### config.mk
export PLATFORM = sky130hd
export DESIGN_NAME = mesi_bus_arbiter
export DESIGN_NICKNAME = d
export VERILOG_FILES = /design/src/rtl/mesi_bus_arbiter_pkg.sv /design/src/rtl/mesi_bus_arbiter_rr_arbiter.sv /design/src/rtl/mesi_bus_arbiter.sv
export SDC_FILE = /design/constraint.sdc
export NUM_CORES = 1
export LEC_CHECK = 0
export ABC_AREA = 1
export CAP_MARGIN = 15
export CORE_MARGIN = 3
export CORE_UTILIZATION = 40
export DETAILED_ROUTE_END_ITERATION = 16
export DONT_BUFFER_PORTS = 1
export SYNTH_ARGS = -nofsm -noshare
export SYNTH_HDL_FRONTEND = slang
export SYNTH_SLANG_ARGS = --single-unit
### constraint.sdc
create_clock -name clk -period 2.9 [get_ports clk]
set_clock_uncertainty 0.1 [all_clocks]
set_input_delay 0.58 -clock clk [delete_from_list [all_inputs] [get_ports clk]]
set_output_delay 0.58 -clock clk [all_outputs]
set_load 0.005 [all_outputs]
### src/rtl/mesi_bus_arbiter_pkg.sv
// Shared types for the MESI snooping-bus arbiter: bus operations and arbiter FSM states.
package mesi_bus_arbiter_pkg;

  typedef enum logic [2:0] {
    BUS_NONE = 3'd0,
    BUS_GETS = 3'd1,
    BUS_GETX = 3'd2,
    BUS_INV  = 3'd3,
    BUS_PUTX = 3'd4
  } bus_op_t;

  typedef enum logic [2:0] {
    ST_IDLE,
    ST_SNOOP,
    ST_COLLECT,
    ST_FLUSH,
    ST_MEMRD,
    ST_MEMWR,
    ST_DONE
  } arb_state_t;

  // Values 0 and 5..7 are not real bus operations and get completed without a snoop.
  function automatic logic op_known(input logic [2:0] op);
    return (op == BUS_GETS) || (op == BUS_GETX) || (op == BUS_INV) || (op == BUS_PUTX);
  endfunction

endpackage

### src/rtl/mesi_bus_arbiter_rr_arbiter.sv
// Combinational round-robin pick: first requester at or after ptr, wrapping.
module rr_arbiter #(
  parameter int N_CORES = 4,
  localparam int SRC_W  = $clog2(N_CORES)
) (
  input  logic [N_CORES-1:0] req,
  input  logic [SRC_W-1:0]   ptr,
  output logic [N_CORES-1:0] grant,
  output logic [SRC_W-1:0]   idx,
  output logic               any
);

  always_comb begin : pick
    int cand;
    logic [SRC_W-1:0] cand_idx;
    grant = '0;
    idx   = '0;
    any   = 1'b0;
    for (int i = 0; i < N_CORES; i++) begin
      cand     = (int'(ptr) + i) % N_CORES;
      cand_idx = cand[SRC_W-1:0];
      if (!any && req[cand_idx]) begin
        any             = 1'b1;
        idx             = cand_idx;
        grant[cand_idx] = 1'b1;
      end
    end
  end

endmodule

### src/rtl/mesi_bus_arbiter.sv
// Snooping-bus controller: round-robin grant, snoop broadcast, hit/dirty collection,
// dirty-owner writeback and memory access, then a one-cycle done to the requester.
module mesi_bus_arbiter
  import mesi_bus_arbiter_pkg::*;
#(
  parameter int N_CORES = 4,
  parameter int ADDR_W  = 32,
  localparam int SRC_W  = $clog2(N_CORES)
) (
  input  logic                      clk,
  input  logic                      reset,
  input  logic [N_CORES-1:0]        req_valid,
  input  logic [N_CORES*3-1:0]      req_op,
  input  logic [N_CORES*ADDR_W-1:0] req_addr,
  output logic [N_CORES-1:0]        done,
  output logic                      snoop_valid,
  output logic [2:0]                snoop_op,
  output logic [ADDR_W-1:0]         snoop_addr,
  output logic [SRC_W-1:0]          snoop_src,
  input  logic [N_CORES-1:0]        snoop_hit,
  input  logic [N_CORES-1:0]        snoop_dirty,
  output logic                      share,
  output logic                      mem_rd_req,
  output logic                      mem_wr_req,
  output logic [ADDR_W-1:0]         mem_addr,
  input  logic                      mem_ack
);

  arb_state_t          state_reg, state_next;
  logic [SRC_W-1:0]    src_reg, rr_ptr_reg, gnt_idx, rr_ptr_next;
  logic [2:0]          op_reg, gnt_op;
  logic [ADDR_W-1:0]   addr_reg, gnt_addr;
  logic                share_reg, gnt_any, dirty_any;
  logic [N_CORES-1:0]  gnt_vec, own_mask;

  rr_arbiter #(.N_CORES(N_CORES)) u_rr (
    .req   (req_valid),
    .ptr   (rr_ptr_reg),
    .grant (gnt_vec),
    .idx   (gnt_idx),
    .any   (gnt_any)
  );

  // One-hot of the current requester: masks its own snoop response and addresses done.
  for (genvar gi = 0; gi < N_CORES; gi++) begin : g_own
    assign own_mask[gi] = (src_reg == SRC_W'(gi));
  end

  assign dirty_any   = |(snoop_dirty & ~own_mask);
  assign rr_ptr_next = (gnt_idx == SRC_W'(N_CORES - 1)) ? '0 : gnt_idx + SRC_W'(1);
  assign share       = share_reg;

  always_comb begin
    gnt_op   = '0;
    gnt_addr = '0;
    for (int i = 0; i < N_CORES; i++) begin
      if (gnt_vec[i]) begin
        gnt_op   = req_op[i*3 +: 3];
        gnt_addr = req_addr[i*ADDR_W +: ADDR_W];
      end
    end
  end

  always_ff @(posedge clk) begin
    if (reset) begin
      state_reg  <= ST_IDLE;
      rr_ptr_reg <= '0;
      src_reg    <= '0;
      op_reg     <= BUS_NONE;
      addr_reg   <= '0;
      share_reg  <= 1'b0;
    end else begin
      state_reg <= state_next;
      if (state_reg == ST_IDLE && gnt_any) begin
        src_reg    <= gnt_idx;
        op_reg     <= gnt_op;
        addr_reg   <= gnt_addr;
        rr_ptr_reg <= rr_ptr_next;
      end
      if (state_reg == ST_COLLECT) share_reg <= |(snoop_hit & ~own_mask);
      if (state_reg == ST_DONE)    share_reg <= 1'b0;
    end
  end

  always_comb begin
    state_next  = state_reg;
    done        = '0;
    snoop_valid = 1'b0;
    snoop_op    = BUS_NONE;
    snoop_addr  = '0;
    snoop_src   = '0;
    mem_rd_req  = 1'b0;
    mem_wr_req  = 1'b0;
    mem_addr    = '0;
    case (state_reg)
      ST_IDLE: begin
        if (gnt_any) state_next = op_known(gnt_op) ? ST_SNOOP : ST_DONE;
      end
      ST_SNOOP: begin
        snoop_valid = 1'b1;
        snoop_op    = op_reg;
        snoop_addr  = addr_reg;
        snoop_src   = src_reg;
        state_next  = ST_COLLECT;
      end
      ST_COLLECT: begin
        case (op_reg)
          BUS_GETS, BUS_GETX: state_next = dirty_any ? ST_FLUSH : ST_MEMRD;
          BUS_PUTX:           state_next = ST_MEMWR;
          default:            state_next = ST_DONE;
        endcase
      end
      ST_FLUSH: begin
        mem_wr_req = 1'b1;
        mem_addr   = addr_reg;
        if (mem_ack) state_next = ST_MEMRD;
      end
      ST_MEMRD: begin
        mem_rd_req = 1'b1;
        mem_addr   = addr_reg;
        if (mem_ack) state_next = ST_DONE;
      end
      ST_MEMWR: begin
        mem_wr_req = 1'b1;
        mem_addr   = addr_reg;
        if (mem_ack) state_next = ST_DONE;
      end
      ST_DONE: begin
        done       = own_mask;
        state_next = ST_IDLE;
      end
      default: state_next = ST_IDLE;
    endcase
  end

endmodule

== Yosys cells after proc, flatten, opt, wreduce, memory -nomap -nowiden ==
Index checks and enable logic that the tools add are counted.
Operators by class
  add/sub/neg operators: 4
  magnitude comparators: 8
  equality and inequality tests: 20
  mux-type cells: 52
  bitwise operators: 6
  reductions and logical operators: 24
Operator list (number)
  2-to-1 mux 32 bit: 6
  2-to-1 mux 3 bit: 10
  2-to-1 mux 4 bit: 5
  equality test 3 x 2 -> 1 bit, second input constant: 5
  equality test 3 bit, second input constant: 5
  2-to-1 mux 1 bit: 15
  case mux 3 bit (5 select lines): 1
  < comparator 2 x 3 -> 1 bit, second input constant: 4
  2-to-1 mux 2 bit: 6
  bitwise OR 4 bit: 3
  equality test 3 x 1 -> 1 bit, second input constant: 3
  AND 4 bit: 2
  binary-select mux 1 bit (select 2 bit): 4
  demux 1 bit (select 2 bit): 4
  >= comparator 2 x 1 -> 1 bit, second input constant: 4
  logical AND 1 bit: 8
  OR reduction 2 bit: 4
  OR reduction 4 bit: 2
  equality test 2 bit, second input constant: 3
  case mux 3 bit (2 select lines): 1
  adder 2 x 1 -> 2 bit, second input constant: 2
  adder 2 bit, second input constant: 2
  inequality test 2 bit, second input constant: 2
  NOT 4 bit: 1
  8 further kinds: 12
Storage, ports and cells
  register bits after elaboration: 43
  bits of input ports: 155
  output and inout bits: 77
  word-level logic and storage cells: 120

== Logic depth before layout (Yosys ltp) ==
  word-level depth: 23
  gate-level depth with buffers: 23
  mapped depth without buffers: 22

== By module ==
Synthesis repeated with hierarchy kept, for this count alone.
Second synthesis, totals
  cells, all modules: 575
  area total of the unflattened synthesis: 3520.9 um2
By module, submodules not included
  mesi_bus_arbiter: times used 1, cells each 501, area an instance 3080.5 um2, sequential area each 860.8 um2
  rr_arbiter: times used 1, cells each 74, area an instance 440.4 um2, sequential area each 0.0 um2

== Worst setup path after synthesis ==
OpenSTA, ideal clock, no wires.
  path type: reg-to-reg
  from: register rr_ptr_reg[1]
  to: register state_reg[2]
  setup time: 0.132 ns
  arrival: 2.401 ns
  data required time: 2.668 ns
  slack: 0.268 ns
  stages on the path, launching flop included: 20
  buffers on the path: 1
  period minus slack after synthesis: 2.632 ns
  cell sequence: dfxtp_1 inv_1 ha_1 inv_1 nand3_1 nand2_1 nor2_4 a21boi_2 nand3_4 buf_8 a21oi_2 nand2_1 nand2_1 nand2_1 nand2_1 nand2_1 nand2_1 nand2_1 nand2_1 a21oi_2
On the way
  longest elaborated chain between the ends: 23
  elaborated cells on any way between the ends: 64
  classes of those cells: add/sub: 3; order compare: 8; eq/ne: 5; mux: 31; bitwise: 3; reduce/logical: 14
RTL lines
  start: declaration: RTL line mesi_bus_arbiter.sv:30  | logic [SRC_W-1:0] src_reg, rr_ptr_reg, gnt_idx, rr_ptr_next;
  start signal: assignment: RTL line mesi_bus_arbiter.sv:78  | rr_ptr_reg <= rr_ptr_next;
  branches (longest 23 deep; another with < comparator 2 x 3 -> 1 bit)
  end signal: assignment: RTL line mesi_bus_arbiter.sv:73  | state_reg <= state_next;
  end: declaration: RTL line mesi_bus_arbiter.sv:29  | arb_state_t state_reg, state_next;
Parallel ways; which one is timed is not known. The select of a mux whose other input is x is not followed.
A chain may end at the register's enable or synchronous reset.

== Final worst setup path ==
  from: register rr_ptr_reg[0]
  to: register addr_reg[21]
On the way
  longest elaborated chain between the ends: 16
  elaborated cells on any way between the ends: 53
  classes of those cells: add/sub: 3; order compare: 8; mux: 28; bitwise: 3; reduce/logical: 11
RTL lines
  branches (longest 16 deep; another with < comparator 2 x 3 -> 1 bit)
  end signal: assignment: RTL line mesi_bus_arbiter.sv:77  | addr_reg <= gnt_addr;
  end: declaration: RTL line mesi_bus_arbiter.sv:32  | logic [ADDR_W-1:0] addr_reg, gnt_addr;
Parallel ways; which one is timed is not known. The select of a mux whose other input is x is not followed.

==> flow_metrics.env <==
export IMPL_globalplace_congestion=0.882
export IMPL_clock_sinks=43
export IMPL_core_area_um2=9280
export IMPL_numCtsBuffers=5
export IMPL_synth_seq_area_share=0.224
export IMPL_fp_row_count=35
export IMPL_path_cells="inv_4, ha_1, inv_1, nand3_1, nand2_1, nor2_4, nand2_1, nand2_1, a21oi_2, nand2_2, buf_6, a21oi_1, a221oi_1"
export IMPL_dp_cells=744
export IMPL_cts_buffer_depth=2
export IMPL_startpoint_type="flop"
export IMPL_regArea_um2=862
export IMPL_tightest_slew_ns=0.727
export IMPL_root_buffer="clkbuf_8"
export IMPL_period_share=0.897
export IMPL_required_ns=2.99
export IMPL_critPathKind="reg2reg"
export IMPL_avgSynthCellArea_um2=5.98
export IMPL_drtIter0Drc=273
export IMPL_leakage_nw=1.89
export IMPL_synth_nets=804
export IMPL_vdd_drop_max_mv=0.523
export IMPL_layout_drive_gt1_share=0.104
export IMPL_synthCells=641
export IMPL_cap_viol_max_count=0
export IMPL_grt_max_degree=45
export IMPL_cts_tree="built"
export IMPL_fin_util=0.444
export IMPL_portBuffers=0
export IMPL_antenna_cells=0
export IMPL_fill_cells=1015
export IMPL_die_area_um2=10800
export IMPL_synth_seq_cells=43
export IMPL_worstPathArrival_ns=2.69
export IMPL_die_w_um=104
export IMPL_hold_buffers=0
export IMPL_synth_area_um2=3840
export IMPL_largest_reg_flops=32
export IMPL_ys_flop_type="dfxtp_1"
export IMPL_initial_core_util=0.413
export IMPL_ant_nets=0
export IMPL_synth_edf_count=0
export IMPL_holdWs_ns=0.233
export IMPL_hold_depth=1
export IMPL_antenna_found_initial=0
export IMPL_wirelength_mm=12.1
export IMPL_fmax_mhz=384
export IMPL_max_stage_delay_ns=0.36
export IMPL_cts_clk_slew_worst_paths_ns=0.10
export IMPL_hp_class="in2reg"
export IMPL_power_w=0.00542
export IMPL_synth_top_cell_area_share=0.224
export IMPL_r2r_slack_ns=0.30
export IMPL_hpwl_mm=9.24
export IMPL_synthArstFlopShare=0
export IMPL_worstReg2RegStart="rr_ptr_reg[0]"
export IMPL_worstSkewPairLatency_ns=0.30
export IMPL_dr_pass1_iters=5
export IMPL_worstPathMaxFanout=44
export IMPL_final_cells=756
export IMPL_drv_slew=0
export IMPL_grt_pass1_wl_mm=19.1
export IMPL_dieHeight_um=104
export IMPL_r2r_end="addr_reg[21]"
export IMPL_gr_total_overflow=0
export IMPL_hold_path_startpoint="reset"
export IMPL_nets=789
export IMPL_ff2ff_path_depth=13
export IMPL_setup_violations=0
export IMPL_cpMaxStageDelayCell="dfxtp_2"
export IMPL_holdPathEnd="state_reg[2]"
export IMPL_area_delta_synth_final_pct=7.44
export IMPL_grt_setup_unrepaired="false"
export IMPL_track_usage=0.215
export IMPL_wl_per_cell_um=16.1
export IMPL_end_kind="flop"
export IMPL_avgViaCountPerCell=5.49
export IMPL_drc=0
export IMPL_hold_viol=0
export IMPL_ys_top_cells_by_area="dfxtp_1 22%, nand2_1 12%, a21oi_1 9.7%"
export IMPL_critPathMostFrequentCell="nand2_1"
export IMPL_synth_area_leader_cell="dfxtp_1"
export IMPL_yosysWarnings=0
export IMPL_multiInputGateArea_um2=2410
export IMPL_power_density_nw_per_um2=1310
export IMPL_yosysUniqueCellTypes=39
export IMPL_io_pins=232
export IMPL_vias=4152
export IMPL_min_period_ns=2.60
export IMPL_grt_pass1_vias=3806
export IMPL_timing_slew_headroom=0.515
export IMPL_finalSetupTns_ns=0
export IMPL_cts_max_level=2
export IMPL_outcome="complete, no violations"
==> report_power, final <==
group	leakage [nW]	switching, W	internal [W]
logic	1.47	0.00258	0.00143
registers	0.357	0.0000872	0.000815
clock network	0.0612	0.000225	0.000279
total	1.89	0.00289	0.00253
==> per-layer routing <==
metal,GRT usage,part of all wire,up-vias,wire length (um)
met4,0.0408,0.0088,0,107
met5,0,0,-,0
met1,0.272,0.41,1860,5030
met2,0.384,0.50,214,6020
met3,0.0366,0.080,8,974
li1,-,-,2070,-
==> how the worst max path moves through the flow <==
| stage | startpoint | end | slack (ns) |
|---|---|---|---|
| floorplan | rr_ptr_reg[1] | state_reg[2] | 0.27 |
| global placement | rr_ptr_reg[0] | state_reg[2] | 0.28 |
| detailed placement | rr_ptr_reg[0] | addr_reg[26] | 0.17 |
| CTS | rr_ptr_reg[0] | addr_reg[26] | 0.16 |
| global route | rr_ptr_reg[0] | state_reg[1] | 0.04 |
| finish | rr_ptr_reg[0] | addr_reg[21] | 0.30 |
==> cell type report <==
cell class / instances / area share
Multi-Input combinational cell: 455 / 0.585
Sequential cell: 43 / 0.209
Inverter: 101 / 0.0926
Timing Repair Buffer: 20 / 0.0452
Tap cell: 129 / 0.0392
Clock buffer: 6 / 0.0200
Clock inverter: 2 / 0.00850
==> cells in the mapped netlist (3+ instances only) <==
cell type / n
inv_2: 3
clkbuf_1: 15
nor2_1: 88
a21oi_1: 74
buf_2: 15
nand3_2: 3
buf_1: 9
nand3_1: 41
ha_1: 8
a221oi_1: 32
o21ai_1: 27
o21ai_0: 11
inv_1: 97
nand2_2: 8
o211ai_1: 3
a21oi_2: 8
nand2_1: 124
nand4_1: 7
dfxtp_1: 43
==> layout by cell type, fill, tap and decap left out, types with 2 or more instances in the layout <==
master and instances:
nand3_1 41, inv_2 3, nand3_2 2, dfxtp_1 42, nand2_1 123, buf_12 2, o211ai_1 3, ha_1 8
nand2_2 9, a21oi_1 73, clkbuf_8 6, a211oi_1 2, a41oi_1 2, a21oi_2 9, nor2_4 3, nand4_1 7
nand3_4 3, inv_1 97, o21ai_0 11, nor2_1 87, a221oi_1 32, o21ai_1 27, buf_4 16
==> worst max-delay path, delay by kind of cell, from the launching register on <==
family | cells | cell delay [ns]
adders and majority gates | 1 | 0.35
buffers and inverters | 3 | 0.47
and+or+nand+nor | 6 | 0.76
DFF | 1 | 0.36
AOI/OAI and AO/OA | 3 | 0.44
==> what timing repair did <==
action	in CTS	in global routing
resized for setup	0	6
setup endpoints to repair	0	35
buffers inserted	0	4
==> per-stage QoR <==
| step | setup WS (ns) | instance area, um2 |
|---|---|---|
| 3_5_place_dp | 0.167 | 3940 |
| 5_1_grt | 0.0402 | 4120 |
| 4_1_cts | 0.159 | 4060 |
| 3_3_place_gp | 0.277 | 3940 |
| 2_1_floorplan | 0.268 | 3840 |
| 6_report | 0.299 | 4120 |
==> logic make-up (layout without fill, tap and decap cells) <==
logic type	count (synthesis)	in the layout	synth area share
flops	43	43	0.224
buf+inv	143	129	0.152
fa+ha+maj	8	8	0.0261
compound gates	167	167	0.272
simple gates	280	280	0.325
No activity file was read; power rests on OpenSTA's default activity.
